$ cat config.mk
export PLATFORM = sky130hd
export DESIGN_NAME = frame_sequencer
export DESIGN_NICKNAME = d
export VERILOG_FILES = /design/src/rtl/frame_sequencer_pkg.sv /design/src/rtl/frame_sequencer_prescaler.sv /design/src/rtl/frame_sequencer.sv
export SDC_FILE = /design/constraint.sdc
export NUM_CORES = 1
export LEC_CHECK = 0
export CORE_AREA = 2 2 57 54
export CTS_CLUSTER_SIZE = 24
export DETAILED_ROUTE_END_ITERATION = 8
export DIE_AREA = 0 0 59 56
export SYNTH_ARGS = -nofsm -noshare
export SYNTH_HDL_FRONTEND = slang
export SYNTH_HIERARCHICAL = 1
export SYNTH_SLANG_ARGS = --single-unit
$ cat constraint.sdc
create_clock -name clk -period 2.2 [get_ports clk]
set_clock_uncertainty 0.15 [all_clocks]
set_input_delay 0.44 -clock clk [delete_from_list [all_inputs] [get_ports clk]]
set_output_delay 0.44 -clock clk [all_outputs]
set_load 0.05 [all_outputs]
$ cat src/rtl/frame_sequencer_pkg.sv
// -----------------------------------------------------------------------------
// frame_sequencer_pkg
// Shared APU frame-sequencer definitions: clock/frame-rate constants, the
// per-step tick masks and a helper that decodes a step into its tick set.
// -----------------------------------------------------------------------------
package frame_sequencer_pkg;

   localparam int unsigned SYS_CLK_HZ      = 32'd4194304;
   localparam int unsigned FRAME_RATE_HZ   = 32'd512;
   localparam int unsigned DEFAULT_DIVIDER = SYS_CLK_HZ / FRAME_RATE_HZ;

   // Bit n of each mask says whether entering step n fires that tick.
   localparam logic [7:0] LEN_MASK   = 8'b0101_0101;
   localparam logic [7:0] SWEEP_MASK = 8'b0100_0100;
   localparam logic [7:0] ENV_MASK   = 8'b1000_0000;

   typedef struct packed {
      logic env;
      logic sweep;
      logic len;
   } tick_t;

   // Tick set fired when the sequencer enters step s.
   function automatic tick_t tick_decode(input logic [2:0] s);
      tick_t t;
      t.len   = LEN_MASK[s];
      t.sweep = SWEEP_MASK[s];
      t.env   = ENV_MASK[s];
      return t;
   endfunction

endpackage

$ cat src/rtl/frame_sequencer_prescaler.sv
// -----------------------------------------------------------------------------
// frame_sequencer_prescaler
// Modulo-DIVIDER counter with synchronous clear and count enable.
//   clk        : system clock
//   rstN       : asynchronous active-low reset
//   clear_i    : synchronous clear to 0 (wins over counting)
//   enable_i   : count enable
//   terminal_o : high during the last count of a period while enabled
// -----------------------------------------------------------------------------
module frame_sequencer_prescaler #(
   parameter int unsigned DIVIDER = 32'd8192,
   parameter int unsigned WIDTH   = 32'd13
) (
   input  logic clk,
   input  logic rstN,
   input  logic clear_i,
   input  logic enable_i,
   output logic terminal_o
);

   logic [WIDTH-1:0] count_q;
   logic [WIDTH-1:0] count_d;

   // Terminal is decoded independently of clear so a clear on the last count
   // still lets the caller advance.
   assign terminal_o = enable_i && (count_q == WIDTH'(DIVIDER - 32'd1));

   // Next count: clear, wrap on terminal, increment when enabled, else hold.
   always_comb begin
      count_d = count_q;
      if (clear_i) begin
         count_d = '0;
      end else if (terminal_o) begin
         count_d = '0;
      end else if (enable_i) begin
         count_d = count_q + WIDTH'(1);
      end else begin
         count_d = count_q;
      end
   end

   // Count register.
   always_ff @(posedge clk or negedge rstN) begin
      if (!rstN) begin
         count_q <= '0;
      end else begin
         count_q <= count_d;
      end
   end

endmodule

$ cat src/rtl/frame_sequencer.sv
// -----------------------------------------------------------------------------
// frame_sequencer
// APU frame sequencer: divides the system clock to the 512 Hz frame rate and
// steps an 8-step sequence, emitting one-cycle length/sweep/envelope pulses.
//   clk               : system clock (4194304 Hz nominal)
//   rstN              : asynchronous active-low reset
//   powerOn           : master APU enable; low holds everything cleared
//   resync            : restart the current step period (step unchanged)
//   lenTick           : 256 Hz length-counter pulse
//   sweepTick         : 128 Hz sweep pulse
//   envTick           : 64 Hz envelope pulse
//   step              : current sequencer step 0..7
//   nextStepClocksLen : high when the next step to fire clocks length
// -----------------------------------------------------------------------------
module frame_sequencer
   import frame_sequencer_pkg::*;
#(
   parameter int unsigned DIVIDER    = DEFAULT_DIVIDER,
   parameter int unsigned PRESCALE_W = 32'd13
) (
   input  logic       clk,
   input  logic       rstN,
   input  logic       powerOn,
   input  logic       resync,
   output logic       lenTick,
   output logic       sweepTick,
   output logic       envTick,
   output logic [2:0] step,
   output logic       nextStepClocksLen
);

   logic       terminal_s;
   logic       clear_s;
   logic [2:0] step_q;
   logic [2:0] step_d;
   tick_t      tick_q;
   tick_t      tick_d;

   // Power-off and resync both restart the period; only power-off resets step.
   assign clear_s = ~powerOn | resync;

   frame_sequencer_prescaler #(
      .DIVIDER (DIVIDER),
      .WIDTH   (PRESCALE_W)
   ) u_prescaler (
      .clk        (clk),
      .rstN       (rstN),
      .clear_i    (clear_s),
      .enable_i   (powerOn),
      .terminal_o (terminal_s)
   );

   // Step advance and tick decode for the step being entered.
   always_comb begin
      step_d = step_q;
      tick_d = '0;
      if (!powerOn) begin
         step_d = 3'd0;
      end else if (terminal_s) begin
         step_d = step_q + 3'd1;
         tick_d = tick_decode(step_d);
      end else begin
         step_d = step_q;
      end
   end

   // Step and tick registers.
   always_ff @(posedge clk or negedge rstN) begin
      if (!rstN) begin
         step_q <= 3'd0;
         tick_q <= '0;
      end else begin
         step_q <= step_d;
         tick_q <= tick_d;
      end
   end

   assign lenTick   = tick_q.len;
   assign sweepTick = tick_q.sweep;
   assign envTick   = tick_q.env;
   assign step      = step_q;
   // Next step (step+1) is even exactly when the current step is odd.
   assign nextStepClocksLen = step_q[0];

endmodule

==> tab_implementation.tex <==
\begin{tabular}{lr}
\hline
Metric & Value \\
\hline
\multicolumn{2}{l}{\textbf{Synth}} \\
\quad Synthesized-area fraction occupied by adder cells & 4.88\% \\
\quad Share of flip-flops with an asynchronous set or reset after synthesis & 100\% \\
\quad Post-synth EDFFs & 0 \\
\quad Avg Cell Area, Syn & 10.2 sq um \\
\quad Number of synthesized register bits & 19 \\
\quad Basic-gate share of the synthesized area counting and, or, nand and nor cells & 28.2\% \\
\quad Number of distinct library cells after synthesis & 31 \\
\quad Top flip-flop cell by instance count after synthesis & dfrtp\_1 \\
\quad Proportion of synthesized area in mux cells & 0.977\% \\
\quad Gate count after technology mapping & 100 \\
\quad Syn. warnings & 6 \\
\quad Area fraction in compound gates after synthesis & 7.94\% \\
\quad Proportion of synthesized chip area in sequential cells & 46.4\% \\
\quad XOR/XNOR Fraction of Synth Area & 8.55\% \\
\quad Total standard cell area after synthesis & 1020 sq um \\
\quad Largest family of logic cells by synthesized area & simple AND/OR/NAND/NOR gates \\
\quad Net count after synthesis & 108 \\
\multicolumn{2}{l}{\textbf{CTS}} \\
\quad Clock sinks & 19 \\
\quad Number of clock buffers inserted by TritonCTS & 3 \\
\quad TritonCTS clock tree & done \\
\quad Later-pin clock latency in the skew report & 0.30 ns \\
\quad Max clock buf depth & 2 \\
\quad Number of setup buffers added after CTS & 0 \\
\quad Max H-tree Level & 1 \\
\quad \# hold bufs at CTS & 0 \\
\quad CTS clock-pin slew for the worst setup and hold paths & 0.11 ns \\
\quad \# resized after CTS & 0 \\
\quad Root Buffer & clkbuf\_4 \\
\multicolumn{2}{l}{\textbf{Layout}} \\
\quad Fill cell total of the finished layout & 279 \\
\quad Growth of design area from synthesis to finish & 20.9\% \\
\quad Proportion of layout cells with a drive suffix above 1 & 18.3\% \\
\quad Nets & 129 \\
\quad Count of inserted antenna diode cells & 0 \\
\quad Final instance area & 1240 sq um \\
\quad Sequential cell area & 475 sq um \\
\quad Most frequent standard cell in the layout excluding fill and tap cells & dfrtp\_1 \\
\quad Leading cell types in the layout, fill and taps excluded & 19 x dfrtp\_1, 11 x nor2\_1, 11 x buf\_4, 10 x nand2\_1 \\
\quad Footprint of the multi-input gates & 518 sq um \\
\multicolumn{2}{l}{\textbf{Routing}} \\
\quad Detail-routed via count per cell & 5.02 \\
\quad ANT nets after route & 0 \\
\quad Violation count after the first detailed-routing iteration & 7 \\
\quad Count of vias placed by the detailed router & 753 \\
\quad First-pass iteration count of the detailed router & 4 \\
\quad DRC violation count after routing & 0 \\
\quad Average routed wire per standard cell & 12.7 um \\
\quad Total Routed Length & 1.91 mm \\
\multicolumn{2}{l}{\textbf{Floorplan}} \\
\quad Number of rows created at floorplan & 18 \\
\quad Die Y & 56 um \\
\quad Die ar. & 3300 sq um \\
\quad Number of top-level design ports & 11 \\
\quad Standard cell core area & 2660 sq um \\
\quad Horizontal die dimension & 59 um \\
\quad Initial core utilization & 38.6\% \\
\multicolumn{2}{l}{\textbf{Job}} \\
\quad Reported max-cap violation count & 0 \\
\multicolumn{2}{l}{\textbf{Worst setup path}} \\
\quad Data arrival time of the worst path & 1.52 ns \\
\quad Max incr delay on CP & 0.82 ns \\
\quad End of the worst register-to-register path & u\_prescaler/count\_q[11] \\
\quad Data required time at the worst endpoint & 1.61 ns \\
\quad Setup crit end kind & output port \\
\quad Buffer and inverter count on the worst path & 1 \\
\quad Reg-to-reg critical path startpoint & u\_prescaler/count\_q[0] \\
\quad R2R depth & 6 \\
\quad Master of the slowest instance on the critical path & clkdlybuf4s50\_1 \\
\quad Top cell family by delay on the critical path & buffers and inverters \\
\quad Nature of the critical path startpoint & flip-flop \\
\quad Reg2reg setup slack & 0.22 ns \\
\quad Cell-by-cell trace of the critical path & clkdlybuf4s50\_1 \\
\quad Worst-path fanout max & 4 \\
\quad Classification of the worst setup path & reg -> out \\
\multicolumn{2}{l}{\textbf{STA}} \\
\quad Setup violations, final & 0 \\
\quad Fmax & 473 MHz \\
\quad Final period demand of the worst path & 2.11 ns \\
\quad Hold slack final & 0.316 ns \\
\quad Final number of hold-violating endpoints & 0 \\
\quad Setup repair after global routing missed its margin & no \\
\quad Max-slew headroom & 66.6\% \\
\quad Setup TNS & 0 ns \\
\quad Final number of max-transition violations & 0 \\
\quad Period utilisation layout & 96.1\% \\
\quad Worst slew pin tran & 0.500 ns \\
\multicolumn{2}{l}{\textbf{Place}} \\
\quad Routability cong. & 0.799 \\
\quad HPWL reported at the end of detailed placement & 1.44 mm \\
\quad IO buf count & 10 \\
\quad Total cell area at the placement stage & 1210 sq um \\
\multicolumn{2}{l}{\textbf{Power}} \\
\quad Total leakage power & 0.585 nW \\
\quad Final Power & 0.569 mW \\
\quad Worst ir drop on vdd & 0.336 mV \\
\quad Combinational share of power & 7.3\% \\
\quad Internal power consumption & 0.437 mW \\
\quad Switching share of power & 23.2\% \\
\quad Switching Power & 0.132 mW \\
\quad Pwr dens & 460 nW/um\^{}2 \\
\quad Part of the power in the clock network & 30.7\% \\
\quad Sequential share of power & 62.0\% \\
\multicolumn{2}{l}{\textbf{Global routing}} \\
\quad Number of antenna violations at the first check in global routing & 0 \\
\quad Pin count of the biggest net entering global routing & 20 \\
\quad First-pass GRT wire length & 3.39 mm \\
\quad Overall routing resource usage & 13.4\% \\
\quad Remaining global-route overflow & 0 \\
\quad Number of global-route vias before repair & 742 \\
\multicolumn{2}{l}{\textbf{Hold path}} \\
\quad Hold/Removal Path Class & in -> async \\
\multicolumn{2}{l}{\textbf{Status}} \\
\quad Status & completed \\
\hline
\end{tabular}
==> per-layer routing <==
layer	vias to the layer above	GRT usage (%)	share of wire, %
met1	348	19.7	54
met2	9	19.0	42
met5	-	0	0
li1	394	-	-
met3	2	4.88	3.2
met4	0	1.95	0.79
==> power groups by stage <==
| stage | Sequential (mW) | Clock (mW) | Combinational [mW] |
|---|---|---|---|
| finish | 0.353 | 0.175 | 0.0417 |
| global route | 0.353 | 0.192 | 0.0469 |
| CTS | 0.353 | 0.186 | 0.0424 |
| detailed placement | 0.360 | 0 | 0.0421 |
| global placement | 0.360 | 0 | 0.0419 |
| floorplan | 0.360 | 0 | 0.0148 |
==> logic make-up after synthesis <==
group / Yosys count
buf+inv: 7
compound gates: 10
flops: 19
fa+ha+maj: 4
xor+xnor: 10
mux: 1
simple gates: 49
==> layout make-up <==
cell class / count / area share [%]
Multi-Input combinational cell: 74 / 41.8
Tap cell: 30 / 3.03
Sequential cell: 19 / 38.4
Timing Repair Buffer: 19 / 13.3
Inverter: 4 / 1.21
Clock buffer: 3 / 1.82
Clock inverter: 1 / 0.404
==> through the flow <==
step                cells  utilization (%)  worst slack [ns]
floorplan             100                -             0.284
global placement      146             45.5            0.0664
detailed placement    146             45.5            0.0670
CTS                   150             46.5           0.00903
global route          150             46.6            0.0409
finish                150             46.6            0.0857
==> state kept, by name, indices dropped and copies added (netlist names) <==
| signal | flops |
|---|---|
| u_prescaler/count_q | 13 |
| lenTick | 1 |
| step | 3 |
| envTick | 1 |
| sweepTick | 1 |
==> Yosys cell counts (2+ instances only) <==
| library cell | count | area (sq um) |
|---|---|---|
| xor2_1 | 7 | 61.3 |
| a22o_1 | 2 | 17.5 |
| dfrtp_1 | 19 | 475 |
| nand2b_1 | 3 | 18.8 |
| ha_1 | 4 | 50.1 |
| nand3_1 | 4 | 20.0 |
| inv_1 | 4 | 15.0 |
| xnor2_1 | 3 | 26.3 |
| and3_2 | 2 | 15.0 |
| o31ai_1 | 4 | 30.0 |
| nand2_1 | 10 | 37.5 |
| nor4_1 | 3 | 18.8 |
| nand4_1 | 4 | 25.0 |
| nor3_1 | 3 | 15.0 |
| o211a_1 | 2 | 20.0 |
| nor2_1 | 11 | 41.3 |
==> worst max-delay path by stage <==
stage | from | end | slack [ns] | cells after the start
CTS | step[1] | step[1] | 0.009 | 1
floorplan | u_prescaler/count_q[0] | u_prescaler/count_q[11] | 0.28 | 5
finish | step[2] | step[2] | 0.09 | 1
global placement | powerOn | u_prescaler/count_q[4] | 0.07 | 7
global route | step[2] | step[2] | 0.04 | 1
detailed placement | powerOn | u_prescaler/count_q[11] | 0.07 | 6
Note: power is estimated with default switching activity, not from simulation.
